$ cat src/rtl/rpll_seq.sv
// Ring-PLL bring-up / retention sequencer: bias settle, optional fastlock, filtered lock,
// auto-relock with bounded retries, periodic retention training, fault and enable-drop abort.
module rpll_seq #(
  parameter int unsigned CNT_W       = 16,
  parameter int unsigned RETRY_W     = 3,
  parameter int unsigned SYNC_STAGES = 2
) (
  input  logic               clk,
  input  logic               reset_n,
  input  logic               enable,
  input  logic               locked,
  input  logic               core_ret,
  input  logic               ret_mode_locked,
  input  logic [7:0]         swi_bias_settle_count,
  input  logic [7:0]         swi_pre_locking_count,
  input  logic [7:0]         swi_lock_filt_count,
  input  logic               swi_skip_fastlock,
  input  logic               swi_disable_lock_det_after_lock,
  input  logic               swi_auto_relock,
  input  logic [RETRY_W-1:0] swi_max_retry,
  input  logic [CNT_W-1:0]   swi_ret_per_training_wait,
  input  logic [CNT_W-1:0]   swi_ret_per_training_time,
  input  logic [CNT_W-1:0]   swi_ret_exit_timeout,
  output logic               pll_en,
  output logic               pll_reset,
  output logic               pll_ret,
  output logic               en_lock_det,
  output logic               en_fastlock,
  output logic               en_ret_lock_det,
  output logic               fastlock_ready,
  output logic               ready,
  output logic               loss_of_lock,
  output logic               ret_exit_timeout,
  output logic               fault,
  output logic [RETRY_W-1:0] retry_count,
  output logic [7:0]         lol_count,
  output logic [3:0]         fsm_state
);

  localparam int unsigned NUM_ASYNC = 4;

  typedef enum logic [3:0] {
    IDLE          = 4'd0,
    BIAS_SETTLE   = 4'd1,
    FASTLOCKING   = 4'd2,
    PRE_LOCKING   = 4'd3,
    LOCKING       = 4'd4,
    PLL_LOCKED    = 4'd5,
    RETEN         = 4'd6,
    RETEN_PER     = 4'd7,
    RETEN_LOCKING = 4'd8,
    FAULT         = 4'd9
  } state_t;

  state_t state, state_n;

  logic [SYNC_STAGES-1:0][NUM_ASYNC-1:0] sync_q;
  logic enable_s, locked_s, core_ret_s, ret_mode_locked_s;

  logic [CNT_W-1:0]   count, count_n;
  logic [7:0]         filt, filt_n;
  logic               pll_en_n, pll_reset_n, pll_ret_n;
  logic               en_lock_det_n, en_fastlock_n, en_ret_lock_det_n;
  logic               fastlock_ready_n, ready_n, loss_of_lock_n;
  logic               ret_exit_timeout_n, fault_n;
  logic [RETRY_W-1:0] retry_count_n;
  logic [7:0]         lol_count_n;
  logic               go_idle;
  logic               lock_qual;
  logic               lock_lost;

  assign {ret_mode_locked_s, core_ret_s, locked_s, enable_s} = sync_q[SYNC_STAGES-1];
  assign fsm_state = 4'(state);

  assign lock_qual = locked_s && (filt == swi_lock_filt_count);
  assign lock_lost = !locked_s && !swi_disable_lock_det_after_lock;

  // State, counters, synchronisers and all registered outputs
  always_ff @(posedge clk) begin
    if (!reset_n) begin
      sync_q           <= '0;
      state            <= IDLE;
      count            <= '0;
      filt             <= '0;
      pll_en           <= 1'b0;
      pll_reset        <= 1'b1;
      pll_ret          <= 1'b0;
      en_lock_det      <= 1'b0;
      en_fastlock      <= 1'b0;
      en_ret_lock_det  <= 1'b0;
      fastlock_ready   <= 1'b0;
      ready            <= 1'b0;
      loss_of_lock     <= 1'b0;
      ret_exit_timeout <= 1'b0;
      fault            <= 1'b0;
      retry_count      <= '0;
      lol_count        <= '0;
    end else begin
      sync_q           <= {sync_q[SYNC_STAGES-2:0], {ret_mode_locked, core_ret, locked, enable}};
      state            <= state_n;
      count            <= count_n;
      filt             <= filt_n;
      pll_en           <= pll_en_n;
      pll_reset        <= pll_reset_n;
      pll_ret          <= pll_ret_n;
      en_lock_det      <= en_lock_det_n;
      en_fastlock      <= en_fastlock_n;
      en_ret_lock_det  <= en_ret_lock_det_n;
      fastlock_ready   <= fastlock_ready_n;
      ready            <= ready_n;
      loss_of_lock     <= loss_of_lock_n;
      ret_exit_timeout <= ret_exit_timeout_n;
      fault            <= fault_n;
      retry_count      <= retry_count_n;
      lol_count        <= lol_count_n;
    end
  end

  // Next-state and next-output logic; counters clear unless the state counts
  always_comb begin
    state_n            = state;
    count_n            = '0;
    filt_n             = '0;
    pll_en_n           = pll_en;
    pll_reset_n        = pll_reset;
    pll_ret_n          = pll_ret;
    en_lock_det_n      = en_lock_det;
    en_fastlock_n      = en_fastlock;
    en_ret_lock_det_n  = en_ret_lock_det;
    fastlock_ready_n   = fastlock_ready;
    ready_n            = ready;
    loss_of_lock_n     = 1'b0;
    ret_exit_timeout_n = ret_exit_timeout;
    fault_n            = fault;
    retry_count_n      = retry_count;
    lol_count_n        = lol_count;
    go_idle            = 1'b0;

    if (state != IDLE && !enable_s) begin
      go_idle = 1'b1;
    end else begin
      case (state)
        IDLE: begin
          pll_en_n         = 1'b0;
          pll_reset_n      = 1'b1;
          retry_count_n    = '0;
          fastlock_ready_n = 1'b0;
          if (enable_s) begin
            state_n  = BIAS_SETTLE;
            pll_en_n = 1'b1;
          end
        end
        BIAS_SETTLE: begin
          count_n = count + CNT_W'(1);
          if (count == CNT_W'(swi_bias_settle_count)) begin
            count_n       = '0;
            pll_reset_n   = 1'b0;
            en_lock_det_n = 1'b1;
            en_fastlock_n = !swi_skip_fastlock;
            state_n       = swi_skip_fastlock ? LOCKING : FASTLOCKING;
          end
        end
        FASTLOCKING: begin
          filt_n = locked_s ? filt + 8'd1 : 8'd0;
          if (lock_qual) begin
            filt_n           = '0;
            state_n          = PRE_LOCKING;
            en_lock_det_n    = 1'b0;
            en_fastlock_n    = 1'b0;
            fastlock_ready_n = 1'b1;
          end
        end
        PRE_LOCKING: begin
          count_n = count + CNT_W'(1);
          if (count == CNT_W'(swi_pre_locking_count)) begin
            count_n       = '0;
            state_n       = LOCKING;
            en_lock_det_n = 1'b1;
          end
        end
        LOCKING: begin
          filt_n = locked_s ? filt + 8'd1 : 8'd0;
          if (lock_qual) begin
            filt_n             = '0;
            state_n            = PLL_LOCKED;
            ready_n            = 1'b1;
            en_lock_det_n      = !swi_disable_lock_det_after_lock;
            ret_exit_timeout_n = 1'b0;
          end
        end
        PLL_LOCKED: begin
          ready_n       = 1'b1;
          en_lock_det_n = !swi_disable_lock_det_after_lock;
          if (core_ret_s) begin
            state_n       = RETEN;
            pll_ret_n     = 1'b1;
            en_lock_det_n = 1'b0;
            ready_n       = 1'b0;
          end else if (lock_lost) begin
            loss_of_lock_n   = 1'b1;
            lol_count_n      = (lol_count == 8'hFF) ? lol_count : lol_count + 8'd1;
            en_lock_det_n    = 1'b0;
            fastlock_ready_n = 1'b0;
            ready_n          = 1'b0;
            pll_reset_n      = 1'b1;
            if (swi_auto_relock && (retry_count < swi_max_retry)) begin
              retry_count_n = retry_count + RETRY_W'(1);
              state_n       = BIAS_SETTLE;
            end else begin
              state_n  = FAULT;
              pll_en_n = 1'b0;
              fault_n  = 1'b1;
            end
          end
        end
        RETEN: begin
          pll_ret_n = 1'b1;
          // A zero wait parks the counter so training never triggers
          count_n = (swi_ret_per_training_wait == '0) ? '0 : count + CNT_W'(1);
          if (!core_ret_s) begin
            count_n           = '0;
            state_n           = RETEN_LOCKING;
            pll_ret_n         = 1'b0;
            en_ret_lock_det_n = 1'b1;
          end else if ((swi_ret_per_training_wait != '0) && (count == swi_ret_per_training_wait)) begin
            count_n           = '0;
            state_n           = RETEN_PER;
            pll_ret_n         = 1'b0;
            en_ret_lock_det_n = 1'b1;
          end
        end
        RETEN_PER: begin
          count_n = count + CNT_W'(1);
          if (!core_ret_s) begin
            count_n           = '0;
            state_n           = RETEN_LOCKING;
            pll_ret_n         = 1'b0;
            en_ret_lock_det_n = 1'b1;
          end else if (count == swi_ret_per_training_time) begin
            count_n           = '0;
            state_n           = RETEN;
            pll_ret_n         = 1'b1;
            en_ret_lock_det_n = 1'b0;
          end
        end
        RETEN_LOCKING: begin
          count_n = count + CNT_W'(1);
          if (ret_mode_locked_s) begin
            count_n            = '0;
            state_n            = PLL_LOCKED;
            ready_n            = 1'b1;
            en_ret_lock_det_n  = 1'b0;
            en_lock_det_n      = !swi_disable_lock_det_after_lock;
            ret_exit_timeout_n = 1'b0;
          end else if (count == swi_ret_exit_timeout) begin
            ret_exit_timeout_n = 1'b1;
            go_idle            = 1'b1;
          end
        end
        FAULT: begin
          state_n = FAULT;
        end
        default: begin
          go_idle = 1'b1;
        end
      endcase
    end

    // Common return to IDLE: PLL held in reset, every enable and status dropped
    if (go_idle) begin
      state_n           = IDLE;
      count_n           = '0;
      filt_n            = '0;
      pll_en_n          = 1'b0;
      pll_reset_n       = 1'b1;
      pll_ret_n         = 1'b0;
      en_lock_det_n     = 1'b0;
      en_fastlock_n     = 1'b0;
      en_ret_lock_det_n = 1'b0;
      fastlock_ready_n  = 1'b0;
      ready_n           = 1'b0;
      fault_n           = 1'b0;
      retry_count_n     = '0;
    end
  end

endmodule

$ cat config.mk
export PLATFORM = sky130hd
export DESIGN_NAME = rpll_seq
export DESIGN_NICKNAME = d
export VERILOG_FILES = /design/src/rtl/rpll_seq.sv
export SDC_FILE = /design/constraint.sdc
export NUM_CORES = 1
export LEC_CHECK = 0
export ABC_AREA = 1
export CORE_MARGIN = 1
export CORE_UTILIZATION = 55
export CTS_BUF_LIST = sky130_fd_sc_hd__clkbuf_8
export DETAILED_ROUTE_END_ITERATION = 10
export HOLD_SLACK_MARGIN = 0.12
export PLACE_DENSITY = 0.88
export REMOVE_ABC_BUFFERS = 1
export SKIP_LAST_GASP = 1
export SYNTH_ARGS = -nofsm -noshare
export SYNTH_HDL_FRONTEND = slang
export SYNTH_SLANG_ARGS = --single-unit
$ cat constraint.sdc
create_clock -name clk -period 3.3 [get_ports clk]
set_input_delay 0.66 -clock clk [delete_from_list [all_inputs] [get_ports clk]]
set_output_delay 0.66 -clock clk [all_outputs]
set_load 0.005 [all_outputs]
Word-level counts from Yosys, hierarchy flattened
Cells that the tools add are included.
{"block": "totals", "reg_bits": 58, "in_bits": 84, "output_inout_bits": 26, "elab_cells": 179}
{"block": "classes", "n_addsub": 4, "magnitude_cmp": 1, "n_eq_ne": 31, "muxes": 75, "n_bitwise": 8, "reduce_logical": 42}
{"operator": "$mux 16", "n": 8}
{"operator": "$pmux 16 s5", "n": 1}
{"operator": "$mux 4", "n": 13}
{"operator": "$eq 16x16->1", "n": 3}
{"operator": "$pmux 4 s10", "n": 1}
{"operator": "$mux 1", "n": 37}
{"operator": "$reduce_and 5->1", "n": 7}
{"operator": "$eq 16x8->1", "n": 2}
{"operator": "$ne 2x2->1 const B", "n": 11}
{"operator": "$add 16x1->16 const B", "n": 1}
{"operator": "$add 8x1->8 const B", "n": 2}
{"operator": "$eq 4x3->1 const B", "n": 4}
{"operator": "$logic_not 16->1", "n": 1}
{"operator": "$reduce_and 4->1", "n": 4}
{"operator": "$reduce_bool 16->1", "n": 1}
{"operator": "$pmux 1 s3", "n": 5}
{"operator": "$reduce_bool 3->1", "n": 5}
{"operator": "$mux 3", "n": 4}
{"operator": "$ne 3x3->1 const B", "n": 4}
{"operator": "$reduce_and 11->1", "n": 1}
{"operator": "$reduce_bool 10->1", "n": 1}
{"operator": "$reduce_or 9->1", "n": 1}
{"operator": "$eq 4x2->1 const B", "n": 2}
{"operator": "$eq 4x4->1 const B", "n": 2}
{"operator": "20 further kinds", "n": 40}

Longest topological paths before layout
{"block": "logic_depth", "depth_word": 6, "depth_mapped": 15, "ltp_nobuf": 14}

Least setup slack after synthesis
OpenSTA, ideal clock, no wires.
{"block": "synth_path", "kind": "input port to flip-flop", "from": "input swi_ret_exit_timeout[4]", "to": "register count[2]", "t_arrival_ns": 1.653, "setup_slack_ns": 1.531, "path_stages": 12, "n_path_buf": 1, "path_cell_list": "inv_1 -> nand2_1 -> nand2_1 -> a21oi_1 -> nand3_1 -> nor2_1 -> nand2_1 -> o21ai_4 -> nor2_2 -> nand2_2 -> buf_6 -> nor2_1"}
{"block": "synth_between", "elab_chain_len": 6}
{"element": "from (decl)", "line_no": "23", "text": "input logic [CNT_W-1:0] swi_ret_exit_timeout,"}
{"element": "$eq 16x16->1", "line_no": "255", "text": "end else if (count == swi_ret_exit_timeout) begin"}
{"element": "$mux 1", "line_no": "255"}
{"element": "$mux 1", "line_no": "248", "text": "if (ret_mode_locked_s) begin"}
{"element": "$pmux 1 s2", "line_no": "142", "text": "case (state)"}
{"element": "$mux 1", "line_no": "139", "text": "if (state != IDLE && !enable_s) begin"}
{"element": "$reduce_or 3->1 (no line)"}
{"element": "to (signal assigned)", "line_no": "101", "text": "count <= count_n;"}
{"element": "to (decl)", "line_no": "60", "text": "logic [CNT_W-1:0] count, count_n;"}
Every way passes these cells.
A chain may end at the register's enable or synchronous reset.

Final worst setup path
{"block": "layout_path", "from": "input swi_bias_settle_count[0]", "to": "register count[2]"}
{"block": "layout_between", "elab_chain_len": 3}
{"element": "from (decl)", "line_no": "14", "text": "input logic [7:0] swi_bias_settle_count,"}
{"element": "$eq 16x8->1", "line_no": "155", "text": "if (count == CNT_W'(swi_bias_settle_count)) begin"}
{"element": "$mux 16", "line_no": "155"}
{"element": "$pmux 16 s5", "line_no": "142"}
Every way passes these cells.

==> results.py <==
metrics = {
    "global_routing": {
        "grt-ovfl-total": 0,
        "grt_pass1_wl_mm": 17.1,
        "grt_max_degree": 20,
        "grt_pass1_vias": 3996,
        "antenna_found_initial": 0,
        "grtUsageTotal": 0.283,
    },
    "clock_tree": {
        "cts_tree": "yes",
        "numCtsBuffers": 9,
        "cts.sinks": 58,
        "clk_latency_ps": 340,
        "cts-root-buf": "clkbuf_8",
        "cts_htree_levels": 3,
        "clk_pin_slew_ps": 60,
        "clock_path_buffers": 2,
        "cts_resized": 0,
        "cts-hold-fix-buffers": 0,
        "postCtsSetupBuffers": 0,
    },
    "power_and_ir_drop": {
        "swShare": 0.299,
        "clkPwrFrac": 0.374,
        "finalPower_mw": 2.32,
        "p_int_mw": 1.63,
        "power_frac_comb": 0.294,
        "p_leak_nw": 2.43,
        "p_per_area_nw_per_um2": 422,
        "seqPwrFrac": 0.333,
        "p_switching_mw": 0.694,
        "vdd_drop_max_mv": 0.291,
    },
    "timing": {
        "rsz0062_at_grt": "false",
        "worst_slack_ps": 1080,
        "fin_skew_ps": 12.2,
        "fmax_mhz": 450,
        "worst_pin_slew_ps": 448,
        "relSlewSlack": 0.698,
        "setup_violations": 0,
        "finalCriticalPeriod_ps": 2220,
        "drv_slew": 0,
        "setup_tns_ps": 0,
        "hold_viol": 0,
        "holdWs_ps": 420,
        "period_share": 0.674,
    },
    "drt": {
        "dr_total_vias": 4430,
        "drt_iter0_drc": 370,
        "final_antenna_net_count": 0,
        "wire_per_inst_um": 12.2,
        "vias_per_cell": 4.99,
        "drc": 0,
        "dr.pass1.iters": 5,
        "routed_wl_mm": 10.9,
    },
    "outcome": {
        "status": "completed",
    },
    "place": {
        "gp_congestion": 0.875,
        "pre_cts_slack_ps": 740,
        "hpwl_mm": 8.65,
        "buffer_ports.inserted": 109,
    },
    "setup_path": {
        "start_kind": "input pin",
        "crit_path_max_fanout": 16,
        "slowest_stage": "clkdlybuf4s50_1",
        "cpPeakStageDelay_ps": 480,
        "critPathRequiredTime_ps": 3510,
        "cp.arrival_ps": 2430,
        "path_delay_family": "simple AND/OR/NAND/NOR gates",
        "r2r_slack_ps": 1080,
        "cpMostUsedCell": "nand2_1",
        "path_class": "input pin to flop",
        "rr_worst_depth": 9,
        "cp-end-kind": "flop",
        "cp_cell_sequence": "clkdlybuf4s50_1, xnor2_1, nand2_1, nor2_1, nand3_1, nand2_1, nand2_1, nor2_1, nand2_1, nand2_2, nor2_1",
        "crit_path_start": "swi_bias_settle_count[0]",
        "reg2reg_from": "count[0]",
        "worst-path-stages": 11,
        "r2r-end": "count[14]",
        "critPathBufInv": 1,
        "cp-endpoint": "count[2]",
    },
    "yosys": {
        "synth_edf_count": 0,
        "synth-seq-cells": 58,
        "syn-instance-count": 679,
        "ys.warnings.count": 0,
        "yosys.area.top_type": "dfxtp_1",
        "synth_area_leaders": "dfxtp_1 28%, nand2_1 19%, nor2_1 9.6%",
        "syn_area_sq_um": 4150,
        "syn-mean-instance-area_sq_um": 6.11,
        "ys.flop_type": "dfxtp_1",
        "synthArstFlopShare": 0,
        "synth_cell_types": 31,
        "seq_area_frac_synth": 0.280,
        "synth_top_area_frac": 0.280,
    },
    "floorplan": {
        "die_w_um": 88.9,
        "io_pins": 110,
        "dieArea_sq_um": 7900,
        "initial_core_util": 0.572,
        "core_sq_um": 7250,
        "fp-row-count": 31,
        "dieHeight_um": 88.9,
    },
    "cells_and_area": {
        "drive_gt1_frac": 0.0635,
        "layout.nets": 873,
        "fin_util": 0.758,
        "antenna_cells": 0,
        "area_growth_pct": 32.6,
    },
    "job": {
        "drv_cap": 0,
    },
    "worst_hold_path": {
        "hp-class": "flop to flop",
    },
}
==> area by class of cell <==
type	instances	area, sq um
Clock buffer	10	138
Multi-Input combinational cell	494	2440
Tap cell	99	124
Sequential cell	58	1160
Fill cell	600	1750
Clock inverter	6	129
Inverter	110	413
Timing Repair Buffer	110	1100
==> worst reg2reg max path, cell delays in order (launching register included) <==
cell and delay [ps]:
dfxtp_1 570, ha_1 280, nand3_1 150, nor2_1 140
nand2_1 120, nor2_1 170, nand4_1 140, nor3_1 280
xor2_1 190, nor2_1 70
==> flip-flops by register name, summed over array words and instances (netlist names), 3 cells and up <==
name,count
count,16
filt,8
fsm_state,4
lol_count,8
retry_count,3
sync_q,4
==> synthesized netlist by cell type, types with 2 or more instances <==
library cell	n
buf_4	7
buf_6	6
ha_1	6
xnor2_1	35
clkbuf_1	2
nand4_1	13
a31oi_1	3
xor2_1	18
inv_2	11
nand3_2	2
nand3_1	34
o21ai_0	14
nand2_1	205
nor3_1	8
nor2_1	106
nor2_4	4
nor2_2	8
dfxtp_1	58
inv_1	99
nand2_2	6
a21oi_1	23
buf_2	2
==> power groups by stage <==
| stage | registers (mW) | clock network [mW] | logic, mW |
|---|---|---|---|
| 2_1_floorplan | 0.781 | 0 | 0.402 |
| 3_3_place_gp | 0.786 | 0 | 0.649 |
| 3_5_place_dp | 0.787 | 0 | 0.660 |
| 4_1_cts | 0.771 | 0.880 | 0.671 |
| 5_1_grt | 0.775 | 0.906 | 0.759 |
| 6_report | 0.773 | 0.868 | 0.682 |
==> layer usage <==
metal | vias to the layer above | wire length (um) | GRT usage
met5 | - | 0 | 0
met4 | 0 | 133 | 0.0865
met3 | 18 | 761 | 0.0662
met1 | 1982 | 4590 | 0.338
met2 | 152 | 5370 | 0.503
li1 | 2278 | - | -
==> worst min path at each step <==
stage | from | endpoint | slack [ps] | cells past startpoint
floorplan | sync_q[2] | core_ret_s | 390 | 2
global placement | sync_q[3] | ret_mode_locked_s | 390 | 2
detailed placement | sync_q[2] | core_ret_s | 400 | 2
CTS | sync_q[3] | ret_mode_locked_s | 420 | 2
global route | sync_q[3] | ret_mode_locked_s | 430 | 2
finish | sync_q[3] | ret_mode_locked_s | 420 | 2
==> kinds of logic (layout without fill, tap and decap cells) <==
group / count (synthesis) / after routing / synth area share
buffers and inverters: 127 / 236 / 0.133
xor gates and xnor gates: 53 / 53 / 0.112
adders and majority gates: 6 / 6 / 0.0181
AOI/OAI and AO/OA: 46 / 46 / 0.0621
and+or+nand+nor: 389 / 389 / 0.395
DFF: 58 / 58 / 0.280
==> layout by cell type, fill, tap and decap left out <==
| cell type | count |
|---|---|
| clkdlybuf4s50_1 | 109 |
| o21ai_0 | 14 |
| nand3_1 | 34 |
| ha_1 | 6 |
| xor2_1 | 18 |
| xnor2_1 | 35 |
| inv_2 | 11 |
| nor3b_1 | 1 |
| inv_1 | 100 |
| nand4_1 | 13 |
| nor3_1 | 8 |
| clkinv_2 | 1 |
| clkbuf_8 | 10 |
| bufinv_16 | 4 |
| nor2_2 | 8 |
| o21bai_1 | 1 |
| o22ai_1 | 1 |
| nand2_1 | 205 |
| a211oi_1 | 1 |
| nor2_1 | 106 |
| nand3_2 | 2 |
| nand2_4 | 1 |
| dfxtp_1 | 58 |
| o21ai_4 | 1 |
| a21oi_1 | 23 |
| nand2_2 | 6 |
| o32ai_1 | 1 |
| nor3_2 | 1 |
| nor2_4 | 4 |
| buf_4 | 1 |
| a31oi_1 | 3 |
| a22oi_1 | 1 |
==> per-stage QoR <==
stage / cells / instance area (sq um)
floorplan: 662 / 4010
global placement: 871 / 5230
detailed placement: 871 / 5230
CTS: 887 / 5500
global route: 887 / 5500
finish: 887 / 5500
Power figures use the tool's default switching activity.
